===== src/rtl/csa_iter_mul.sv =====
// -----------------------------------------------------------------------------
// csa_iter_mul -- iterative RV32M multiplier built around a carry-save
// accumulator.
//
// Operand magnitudes are latched on acceptance. Each CALC cycle consumes
// BITS_PER_CYCLE multiplier bits: one partial product per bit is folded into
// the sum/carry accumulators through a chain of 3:2 compressors. A single
// ADD cycle then resolves sum+carry, applies the sign, and selects the
// requested half of the 2*XLEN product.
//
// Optional feature (macro MUL_ZERO_BYPASS_EN): when either effective operand
// is zero at acceptance, the FSM skips CALC/ADD and presents a zero result
// one edge after the accept edge.
//
// Parameters:
//   XLEN            operand width
//   BITS_PER_CYCLE  multiplier bits retired per CALC cycle (1, 2, 4 or 8)
//
// Ports:
//   i_clk     clock, rising edge
//   i_rst_n   asynchronous active-low reset
//   i_valid   request valid                 o_ready   unit can accept
//   i_op      00 MUL, 01 MULH, 10 MULHSU, 11 MULHU
//   i_a       rs1 (multiplicand)            i_b       rs2 (multiplier)
//   i_flush   synchronous kill of any in-flight operation
//   o_valid   result valid                  i_ready   consumer accepts
//   o_result  selected half of the product
// -----------------------------------------------------------------------------
module csa_iter_mul #(
    parameter int XLEN           = 32,
    parameter int BITS_PER_CYCLE = 2
) (
    input  logic            i_clk,
    input  logic            i_rst_n,
    input  logic            i_valid,
    output logic            o_ready,
    input  logic [1:0]      i_op,
    input  logic [XLEN-1:0] i_a,
    input  logic [XLEN-1:0] i_b,
    input  logic            i_flush,
    output logic            o_valid,
    input  logic            i_ready,
    output logic [XLEN-1:0] o_result
);

    localparam int STEPS = XLEN / BITS_PER_CYCLE;
    localparam int CW    = (STEPS > 1) ? $clog2(STEPS) : 1;
    localparam int PW    = 2 * XLEN;

    localparam logic [1:0] OP_MUL    = 2'b00;
    localparam logic [1:0] OP_MULH   = 2'b01;
    localparam logic [1:0] OP_MULHSU = 2'b10;

    generate
        if (!((BITS_PER_CYCLE == 1) || (BITS_PER_CYCLE == 2) ||
              (BITS_PER_CYCLE == 4) || (BITS_PER_CYCLE == 8)) ||
            ((XLEN % BITS_PER_CYCLE) != 0)) begin : g_bad_cfg
            $error("csa_iter_mul: BITS_PER_CYCLE must be 1, 2, 4 or 8 and divide XLEN");
        end
    endgenerate

    typedef enum logic [1:0] {
        IDLE = 2'd0,
        CALC = 2'd1,
        ADD  = 2'd2,
        OUT  = 2'd3
    } state_t;

    state_t          state_reg, state_next;
    logic [PW-1:0]   a_shift_reg;   // multiplicand, pre-shifted to current bit position
    logic [XLEN-1:0] b_shift_reg;   // multiplier, consumed from the LSB end
    logic [PW-1:0]   sum_reg;
    logic [PW-1:0]   carry_reg;
    logic [CW-1:0]   cnt_reg;
    logic            neg_reg;
    logic [1:0]      op_reg;
    logic [XLEN-1:0] result_reg;

    // ------------------------------------------------------------------
    // Operand decode: magnitudes are XLEN-bit unsigned, so -2^31 maps to
    // 0x80000000 without needing an extra bit.
    // ------------------------------------------------------------------
    logic            a_signed, b_signed;
    logic            a_neg, b_neg;
    logic [XLEN-1:0] a_mag, b_mag;
    logic            neg_in;

    always_comb begin
        a_signed = (i_op == OP_MULH) || (i_op == OP_MULHSU);
        b_signed = (i_op == OP_MULH);
        a_neg    = a_signed & i_a[XLEN-1];
        b_neg    = b_signed & i_b[XLEN-1];
        a_mag    = a_neg ? (~i_a + 1'b1) : i_a;
        b_mag    = b_neg ? (~i_b + 1'b1) : i_b;
        neg_in   = a_neg ^ b_neg;
    end

`ifdef MUL_ZERO_BYPASS_EN
    logic zero_in;
    assign zero_in = (a_mag == '0) || (b_mag == '0);
`endif

    // ------------------------------------------------------------------
    // Carry-save chain: level 0 is the accumulator pair, each further
    // level absorbs one partial product. Carries are kept pre-shifted so
    // sum+carry always equals the accumulated value (mod 2^PW).
    // ------------------------------------------------------------------
    logic [PW-1:0] pp    [BITS_PER_CYCLE];
    logic [PW-1:0] lvl_s [BITS_PER_CYCLE+1];
    logic [PW-1:0] lvl_c [BITS_PER_CYCLE+1];

    assign lvl_s[0] = sum_reg;
    assign lvl_c[0] = carry_reg;

    generate
        for (genvar gi = 0; gi < BITS_PER_CYCLE; gi++) begin : g_csa
            assign pp[gi]      = b_shift_reg[gi] ? (a_shift_reg << gi) : '0;
            assign lvl_s[gi+1] = lvl_s[gi] ^ lvl_c[gi] ^ pp[gi];
            assign lvl_c[gi+1] = ((lvl_s[gi] & lvl_c[gi]) |
                                  (lvl_s[gi] & pp[gi])    |
                                  (lvl_c[gi] & pp[gi])) << 1;
        end
    endgenerate

    // Final carry-propagate add and sign fix-up.
    logic [PW-1:0] p_raw, p_fin;
    always_comb begin
        p_raw = sum_reg + carry_reg;
        p_fin = neg_reg ? (~p_raw + 1'b1) : p_raw;
    end

    // ------------------------------------------------------------------
    // Next-state logic
    // ------------------------------------------------------------------
    always_comb begin
        state_next = state_reg;
        if (i_flush) begin
            state_next = IDLE;
        end else begin
            case (state_reg)
                IDLE: begin
                    if (i_valid) begin
`ifdef MUL_ZERO_BYPASS_EN
                        state_next = zero_in ? OUT : CALC;
`else
                        state_next = CALC;
`endif
                    end
                end
                CALC:    if (cnt_reg == '0) state_next = ADD;
                ADD:     state_next = OUT;
                OUT:     if (i_ready) state_next = IDLE;
                default: state_next = IDLE;
            endcase
        end
    end

    // ------------------------------------------------------------------
    // Datapath and state registers
    // ------------------------------------------------------------------
    always_ff @(posedge i_clk or negedge i_rst_n) begin
        if (!i_rst_n) begin
            state_reg   <= IDLE;
            a_shift_reg <= '0;
            b_shift_reg <= '0;
            sum_reg     <= '0;
            carry_reg   <= '0;
            cnt_reg     <= '0;
            neg_reg     <= 1'b0;
            op_reg      <= 2'b00;
            result_reg  <= '0;
        end else begin
            state_reg <= state_next;
            if (i_flush) begin
                result_reg <= '0;
            end else begin
                case (state_reg)
                    IDLE: begin
                        if (i_valid) begin
                            a_shift_reg <= {{XLEN{1'b0}}, a_mag};
                            b_shift_reg <= b_mag;
                            sum_reg     <= '0;
                            carry_reg   <= '0;
                            cnt_reg     <= CW'(STEPS - 1);
                            neg_reg     <= neg_in;
                            op_reg      <= i_op;
`ifdef MUL_ZERO_BYPASS_EN
                            if (zero_in) result_reg <= '0;
`endif
                        end
                    end
                    CALC: begin
                        sum_reg     <= lvl_s[BITS_PER_CYCLE];
                        carry_reg   <= lvl_c[BITS_PER_CYCLE];
                        a_shift_reg <= a_shift_reg << BITS_PER_CYCLE;
                        b_shift_reg <= b_shift_reg >> BITS_PER_CYCLE;
                        cnt_reg     <= cnt_reg - 1'b1;
                    end
                    ADD: begin
                        result_reg <= (op_reg == OP_MUL) ? p_fin[XLEN-1:0]
                                                         : p_fin[PW-1:XLEN];
                    end
                    default: ;
                endcase
            end
        end
    end

    assign o_ready  = (state_reg == IDLE);
    assign o_valid  = (state_reg == OUT);
    assign o_result = result_reg;

endmodule

===== config.mk =====
export PLATFORM = sky130hd
export DESIGN_NAME = csa_iter_mul
export DESIGN_NICKNAME = d
export VERILOG_FILES = /design/src/rtl/csa_iter_mul.sv
export SDC_FILE = /design/constraint.sdc
export NUM_CORES = 1
export LEC_CHECK = 0
export CAP_MARGIN = 10
export CORE_MARGIN = 3
export CORE_UTILIZATION = 39
export CTS_CLUSTER_SIZE = 16
export DETAILED_ROUTE_END_ITERATION = 6
export PLACE_DENSITY = 0.56
export SYNTH_ARGS = -nofsm -noshare
export SYNTH_HDL_FRONTEND = slang
export SYNTH_SLANG_ARGS = --single-unit

===== constraint.sdc =====
create_clock -name i_clk -period 4.25 [get_ports i_clk]
set_input_delay 0.85 -clock i_clk [delete_from_list [all_inputs] [get_ports i_clk]]
set_output_delay 0.85 -clock i_clk [all_outputs]
set_load 0.01 [all_outputs]

Yosys cells after proc, flatten, opt, wreduce, memory -nomap -nowiden
Index checks and enable logic that the tools add are counted.
{"block": "word_totals", "register_bits": 265, "input_bits": 71, "output_inout_bits": 34, "word_cells": 75}
{"block": "op_classes", "n_addsub": 5, "eq_ne": 9, "mux": 22, "bitwise": 21, "n_reduce_logical": 9}
{"cell": "64-bit one-hot mux with 2 select lines", "n": 3}
{"cell": "63-bit bitwise AND", "n": 6}
{"cell": "64-bit 2-to-1 mux", "n": 5}
{"cell": "64-bit bitwise XOR", "n": 4}
{"cell": "63-bit OR", "n": 4}
{"cell": "32-bit 2-to-1 mux", "n": 6}
{"cell": "32-bit by 1-bit adder with 32-bit output (second input constant)", "n": 2}
{"cell": "64-bit by 1-bit adder with 64-bit output (second input constant)", "n": 1}
{"cell": "64-bit adder", "n": 1}
{"cell": "32-bit NOT", "n": 2}
{"cell": "64-bit NOT", "n": 1}
{"cell": "32-bit one-hot mux with 2 select lines", "n": 1}
{"cell": "3-bit AND reduction", "n": 3}
{"cell": "2-bit 2-to-1 mux", "n": 4}
{"cell": "2-bit one-hot mux with 4 select lines", "n": 1}
{"cell": "4-bit one-hot mux with 2 select lines", "n": 1}
{"cell": "2-bit equality test (second input constant)", "n": 3}
{"cell": "3-bit by 2-bit inequality test with 1-bit output (second input constant)", "n": 2}
{"cell": "2-bit by 1-bit equality test with 1-bit output (second input constant)", "n": 2}
{"cell": "2-bit logical NOT", "n": 2}
{"cell": "4-bit logical NOT", "n": 1}
{"cell": "4-bit 2-to-1 mux", "n": 1}
{"cell": "2-bit nonzero test", "n": 2}
{"cell": "4-bit by 1-bit subtractor with 4-bit output (second input constant)", "n": 1}
{"cell": "6 further kinds", "n": 7}

Logic depth before layout (Yosys ltp)
Gate-level depths: netlist of run 1.
{"block": "logic_depth", "ltp_word": 8, "ltp_mapped": 16, "mapped_depth_nobuf": 15}

Worst setup path after synthesis of run 1
Ideal clock, no wire load.
{"block": "synth_path", "path_kind": "register to register", "startpoint": "register carry_reg[2]", "endpoint": "register result_reg[29], in the netlist o_result[29]", "setup_ns": 0.119, "arrival_time_ns": 4.035, "slack_ns": 0.096, "stages_incl_launch_ff": 16, "n_path_buf": 0, "synth_period_minus_slack_ns": 4.154, "path_cell_list": "dfrtp_1 > ha_1 > inv_1 > fa_1 > nor2b_1 > o2111a_1 > o311a_1 > o211a_1 > nor4_2 > o31ai_1 > xor2_1 > or3_1 > or4b_4 > nor3_2 > mux2_2 > o21ba_2"}
{"block": "synth_between", "elab_chain_len": 7}
{"item": "start, declared", "line": "73", "rtl": "logic [PW-1:0] carry_reg;"}
{"item": "start signal, assigned", "line": "194", "rtl": "carry_reg <= lvl_c[BITS_PER_CYCLE];"}
{"item": "64-bit adder *", "line": "128", "rtl": "p_raw = sum_reg + carry_reg;"}
{"item": "64-bit NOT", "line": "129", "rtl": "p_fin = neg_reg ? (~p_raw + 1'b1) : p_raw;"}
{"item": "64-bit by 1-bit adder with 64-bit output", "line": "129"}
{"item": "64-bit 2-to-1 mux *", "line": "129"}
{"item": "32-bit 2-to-1 mux *", "line": "200", "rtl": "result_reg <= (op_reg == OP_MUL) ? p_fin[XLEN-1:0]"}
{"item": "32-bit 2-to-1 mux *", "line": "177", "rtl": "case (state_reg)"}
{"item": "32-bit 2-to-1 mux *", "line": "174", "rtl": "if (i_flush) begin"}
{"item": "end signal, assigned", "line": "200"}
{"item": "end, declared", "line": "77", "rtl": "logic [XLEN-1:0] result_reg;"}
Every way passes the cells marked *; elsewhere a longest branch is shown, timed or not. The select of a mux whose other input is x is not followed.
A chain may end at the register's enable or synchronous reset.

Worst setup path after layout of run 1
{"block": "layout_path", "startpoint": "register sum_reg[2]", "endpoint": "register result_reg[29], in the netlist o_result[29]"}
{"block": "layout_between", "elab_chain_len": 7}
{"item": "start, declared", "line": "72", "rtl": "logic [PW-1:0] sum_reg;"}
{"item": "start signal, assigned", "line": "193", "rtl": "sum_reg <= lvl_s[BITS_PER_CYCLE];"}
{"item": "64-bit adder *", "line": "128"}
{"item": "64-bit NOT", "line": "129"}
{"item": "64-bit by 1-bit adder with 64-bit output", "line": "129"}
{"item": "64-bit 2-to-1 mux *", "line": "129"}
{"item": "32-bit 2-to-1 mux *", "line": "200"}
{"item": "32-bit 2-to-1 mux *", "line": "177"}
{"item": "32-bit 2-to-1 mux *", "line": "174"}
Marked as above.

==> impl_metrics.tcl, run 1 <==
set metrics [dict create \
    h-tree-depth 2 \
    antenna_found_initial 2 \
    fin_nets 3233 \
    layout_min_cycle_time_ns 4.19 \
    grt_pass1_wl_um 112000 \
    synth_edf_count 0 \
    clock_latency_ns 0.55 \
    crit_type "reg -> reg" \
    clk_path_buf_depth 3 \
    cp-startpoint "sum_reg[2]$_DFFE_PN0P_" \
    fin_skew_ns 0.0134 \
    rrSetupSlack_ns 0.06 \
    critPathCaptureType "flop" \
    seq_area_frac_synth 0.299 \
    first_pass_iters 6 \
    layout_setup_ws_ns 0.0588 \
    rows 86 \
    worstPathArrival_ns 4.64 \
    die_y_um 244 \
    core_mm2 0.0554 \
    yosysTopAreaCellShare 0.299 \
    yosysWarnings 0 \
    yosysTopAreaCell "dfrtp_1" \
    peakVddDrop_mv 0.474 \
    io_pins 105 \
    holdWs_ns 0.325 \
    period_share 0.986 \
    r2r-start "sum_reg[2]$_DFFE_PN0P_" \
    drv_cap 0 \
    max_stage_delay_ns 0.58 \
    ant_nets 0 \
    seqCellArea_mm2 0.00659 \
    netlist_instances 2651 \
    hpwl_um 53300 \
    gp_congestion 0.968 \
    dr.first_iter.drc_count 1466 \
    initial_core_util 0.397 \
    cts_buffers 35 \
    worstPathCellList "ha_2 > inv_2 > fa_2 > nor2b_4 > o2111a_2 > o311a_4 > o211a_4 > nor4_4 > o31ai_2 > buf_4 > xor2_1 > or3_1 > or4b_4 > nor3_4 > mux2_4 > o21ba_2" \
    finalCoreUtilization 0.500 \
    fin_area_mm2 0.0277 \
    num_vias 20500 \
    pre_cts_ws_ns -0.187 \
    p_total_mw 16.6 \
    fillers 5318 \
    holdBufCountCts 0 \
    cts-root-buf "clkbuf_16" \
    place_area_mm2 0.0258 \
    drive_above_1_share 0.181 \
    cp_max_fo 4 \
    status "finished, final reports clean" \
    finalNonFillerCells 3735 \
    viasPerCell 5.49 \
    track_usage 0.233 \
    grt_max_degree 105 \
    ys.flop_type "dfrtp_1" \
    port_buffers 104 \
    ys_async_sr_fraction 1.00 \
    final-hold-violation-count 0 \
    worstPathRequired_ns 4.70 \
    timing.fmax_mhz 239 \
    slowest_stage "or4b_4" \
    cts_tree "built" \
    die_x_um 244 \
    worstMarginPinSlew_ns 1.09 \
    synthTopCellsByArea "dfrtp_1, fa_1, nand2_1" \
    clkTransAtPathRegs_ns 0.06 \
    yosysUniqueCellTypes 103 \
    dieArea_mm2 0.0593 \
    setup_viol 0 \
    start_kind "flop" \
    grt_pass1_vias 20400 \
    rsz0062_at_grt "true" \
    diodes 0 \
    r2r_cells 16 \
    placed_cells 3653 \
    fin_tns_setup_ns 0 \
    drv_slew 0 \
    area_delta_synth_final_pct 26.0 \
    syn-num-nets 2919 \
    drc_errors 0 \
    wl_um 69600 \
    cts_sinks 263 \
    synth_area_mm2 0.0220 \
    ys_seq_elements 263 \
    multi_input_area_mm2 0.0153 \
    pwr_density_cell_mw_per_mm2 597 \
    wl_per_cell_um 18.6 \
    grt-ovfl-total 0 \
    hold_class "in -> async" \
    slew_headroom 0.271 \
    leakage_nw 13.2 \
    avgSynthCellArea_um2 8.30 \
]
-- critical path: cells and delay by family (launching register included) --
kind	cells	cell delay, ns
adders and majority gates	2	0.44
DFF	1	0.39
xor gates and xnor gates	1	0.14
buffers and inverters	2	0.21
AOI/OAI and AO/OA	5	1.17
and+or+nand+nor	5	1.42
muxes	1	0.32
-- metal layers --
layer,share of wire,GRT usage,vias up,routed length (um)
li1,-,-,9935,-
met1,0.46,0.326,9923,32100
met2,0.45,0.367,534,31600
met3,0.062,0.0438,97,4330
met4,0.023,0.0692,0,1600
met5,0,0,-,0
-- synthesized netlist by cell type, types with 6 or more instances --
cell type	n
xor2_1	67
a21o_1	33
buf_1	12
nand4_1	34
nor4_1	24
and4_1	8
o221ai_1	13
ha_1	73
a22oi_1	16
a211oi_1	11
nor2b_1	13
a31oi_1	16
xnor2_1	73
buf_2	13
o21a_1	12
or2_2	11
a211o_1	6
o31ai_1	19
nor3b_1	8
and3_1	10
mux2_2	7
or3_1	16
and2_1	137
nor2_1	176
dfrtp_1	263
o211ai_1	6
inv_1	42
nand2_1	500
nand2b_1	16
o21ai_0	146
nor3_1	53
nand3_1	173
o41ai_1	12
clkbuf_1	132
nand3b_1	13
a21boi_0	6
o22ai_1	24
o21bai_1	8
a32o_1	6
fa_1	124
or4_1	8
a21oi_1	188
mux2i_1	10
-- final timing paths --
path / endpoint
max: o_result[29]$_DFFE_PN0P_
min: sum_reg[2]$_DFFE_PN0P_
max reg2reg: o_result[29]$_DFFE_PN0P_
min reg2reg: o_result[0]$_DFFE_PN0P_
max in group asynchronous: b_shift_reg[10]$_DFFE_PN0P_
min in group i_clk: o_result[0]$_DFFE_PN0P_
-- cell families after synthesis --
logic type      share of synthesized area
compound gates                      0.177
xor+xnor                           0.0564
mux                               0.00813
buf+inv                            0.0369
flops                               0.299
fa+ha+maj                           0.154
simple gates                        0.268
-- layout make-up --
cell class | count | share of cell area
inverter | 44 | 0.00595
tap | 748 | 0.0337
sequential | 263 | 0.237
clock buffer | 50 | 0.0369
timing repair buffer | 438 | 0.132
multi-input combinational | 2183 | 0.551
clock inverter | 9 | 0.00266
-- power by group --
part           internal (mW)  switching [mW]  leakage, nW  total [mW]
sequential              3.10           0.650         3.51        3.75
clock                   1.68            1.17        0.528        2.85
combinational           4.34            5.61         9.13        9.95
total                   9.13            7.43         13.2        16.6
-- cell usage in the layout, fill, tap and decap left out, types with 10 or more instances in the layout --
cell type	Yosys	layout
o31ai_1	19	16
o221ai_1	13	11
nor3_1	53	45
ha_1	73	58
buf_4	1	322
nor2_1	176	169
xnor2_1	73	71
mux2i_1	10	10
inv_1	42	41
nand2b_1	16	16
a22oi_1	16	16
fa_1	124	123
nand4_1	34	34
o21ai_0	146	135
nand2_1	500	498
clkdlybuf4s50_1	0	103
o22ai_1	24	23
clkbuf_16	0	37
a31oi_1	16	16
xor2_1	67	66
and2_1	137	136
nor2b_1	13	12
o21a_1	12	12
a21o_1	33	32
o21ai_1	4	14
nand3b_1	13	13
or2_2	11	11
nand3_1	173	170
dfrtp_1	263	260
nor4_1	24	20
ha_4	0	10
a21oi_1	188	172
or3_1	16	16
a21oi_2	5	19
-- what timing repair did --
action | 4_1_cts | 5_1_grt
cloned | 0 | 0
setup buffers | 6 | 17
endpoints found under the setup margin | 12 | 28
gates resized for setup | 18 | 116
pin swaps | 6 | 41
Power figures use the tool's default switching activity.
==> inputs of run 2 (changes only) <==
Settings changed: CORE_MARGIN 3 to 2, MAX_ROUTING_LAYER from default to met4.
==> impl_metrics.tcl, run 2 (same netlist as run 1, synthesis figures left out) <==
set metrics [dict create \
    grt_pass1_wl_um 115000 \
    antenna_found_initial 4 \
    p_int_mw 9.41 \
    viasPerCell 5.54 \
    die_y_um 242 \
    worstMarginPinSlew_ns 0.938 \
    cts_tree "built" \
    grt_max_degree 103 \
    final_cell_mix "nand2_1, buf_4, dfrtp_1" \
    clock_latency_ns 0.55 \
    place_area_mm2 0.0260 \
    track_usage 0.247 \
    slew_headroom 0.374 \
    drv_cap 0 \
    max_stage_delay_ns 0.52 \
    fin_skew_ns 0.0175 \
    dieArea_mm2 0.0584 \
    cts-root-buf "clkbuf_16" \
    io_pins 105 \
    worstPathCellList "ha_2 > inv_2 > fa_2 > nor2b_4 > o2111a_1 > o311a_4 > o211a_4 > nor4_4 > o31ai_4 > xor2_2 > or3_4 > or4b_4 > nor3_4 > mux2_4 > o21ba_4" \
    worstPathArrival_ns 4.68 \
    worstPathRequired_ns 4.68 \
    pwr-share-clk 0.172 \
    area_delta_synth_final_pct 27.0 \
    diodes 0 \
    status "finished, final reports clean" \
    h-tree-depth 2 \
    core_mm2 0.0561 \
    cts_sinks 263 \
    seqPwrFrac 0.218 \
    wl_per_cell_um 18.8 \
    wl_um 70600 \
    peakVddDrop_mv 0.456 \
    clk_path_buf_depth 3 \
    cp_top_family "simple AND/OR/NAND/NOR gates" \
    rows 87 \
    fin_nets 3254 \
    slowest_stage "or4b_4" \
    final-hold-violation-count 0 \
    drc_errors 0 \
    clkTransAtPathRegs_ns 0.06 \
    layout_setup_ws_ns 0.00125 \
    leakage_nw 13.3 \
    worstPathBufferInverterCount 1 \
    fin_area_mm2 0.0280 \
    gp_congestion 0.996 \
    ant_nets 0 \
    pwr_density_cell_mw_per_mm2 609 \
    drv_slew 0 \
    first_pass_iters 5 \
    sw_frac_of_total 0.447 \
    grt_pass1_vias 20900 \
    holdBufCountCts 0 \
    p_comb_frac 0.610 \
    layout_min_cycle_time_ns 4.25 \
    timing.fmax_mhz 235 \
    hpwl_um 53900 \
    drive_above_1_share 0.187 \
    grt-ovfl-total 0 \
    num_vias 20900 \
    fillers 5351 \
    initial_core_util 0.393 \
    final_common_cell "nand2_1" \
    critPathCaptureType "flop" \
    p_switching_mw 7.60 \
    cts_buffers 35 \
    die_x_um 242 \
    crit_type "reg -> reg" \
    rsz0062_at_grt "true" \
    port_buffers 104 \
    pre_cts_ws_ns -0.146 \
    hold_class "in -> async" \
    dr.first_iter.drc_count 1459 \
    cp-startpoint "carry_reg[2]$_DFFE_PN0P_" \
    period_share 1.00 \
    setup_viol 0 \
    r2r-start "carry_reg[2]$_DFFE_PN0P_" \
    cp_max_fo 4 \
    start_kind "flop" \
]
## run 2: cell types whose count changed in the layout (fill, tap and decap cells not counted), moves of 4 or more
cell and delta:
a21oi_1 +6, clkbuf_8 +4, clkinvlp_4 -4, buf_4 +22
a21oi_2 -7, o21ai_0 -5
## run 2: layout make-up
type	count	area, um2	area share
clock buffers	53	1030	0.0370
clock inverters	8	80.1	0.00286
well taps	756	946	0.0338
repair buffers	459	3830	0.137
multi-input cells	2183	15300	0.548
inverters	44	165	0.00591
flip-flops and latches	263	6580	0.235
## run 2: power by group through the flow
stage                     Sequential, mW  Combinational (mW)  Clock, mW
after floorplan                     3.56                5.71          0
after global placement              3.70                9.42          0
after detailed placement            3.73                9.55          0
after CTS                           3.69                9.65       2.99
after global routing                3.79                11.3       3.10
final                               3.71                10.4       2.92
## run 2: worst reg2reg max path: stages (launching register included)
cell and delay, ns:
dfrtp_1 0.39, ha_2 0.20, inv_2 0.07, fa_2 0.23, nor2b_4 0.05, o2111a_1 0.27, o311a_4 0.38, o211a_4 0.29
nor4_4 0.36, o31ai_4 0.13, xor2_2 0.16, or3_4 0.40, or4b_4 0.52, nor3_4 0.17, mux2_4 0.33, o21ba_4 0.19
## run 2: final timing paths
kind	depth (start not counted)	slack (ns)	to
worst max register to register	15	0.001	o_result[29]$_DFFE_PN0P_
worst max-delay path	15	0.001	o_result[29]$_DFFE_PN0P_
min in group i_clk	2	0.47	o_result[5]$_DFFE_PN0P_
max in group asynchronous	2	2.98	sum_reg[36]$_DFFE_PN0P_
worst min-delay path	1	0.39	carry_reg[4]$_DFFE_PN0P_
worst min register to register	2	0.47	o_result[5]$_DFFE_PN0P_
## run 2: timing repair
| item | in CTS | in global routing |
|---|---|---|
| resized for setup | 15 | 118 |
| endpoints found under the setup margin | 12 | 28 |
| setup buffers | 5 | 18 |
| pin swaps | 6 | 37 |
## run 2: metal layers
metal,part of all wire,wire length (um),GRT usage
met1,0.47,33500,0.348
met2,0.46,32200,0.381
met3,0.048,3390,0.0301
met4,0.022,1560,0.0583
met5,0,0,-
## run 2: through the flow
stage | TNS, ns | std cells | total power [mW] | utilization | hold slack [ns]
5_1_grt | -0.684 | 3766 | 18.2 | 0.499 | 0.471
2_1_floorplan | 0 | 2651 | 9.26 | - | 0.439
6_report | 0 | 3766 | 17.0 | 0.499 | 0.387
4_1_cts | -0.00305 | 3749 | 16.3 | 0.486 | 0.426
3_3_place_gp | -0.287 | 3683 | 13.1 | 0.464 | 0.458
3_5_place_dp | -0.489 | 3683 | 13.3 | 0.464 | 0.466
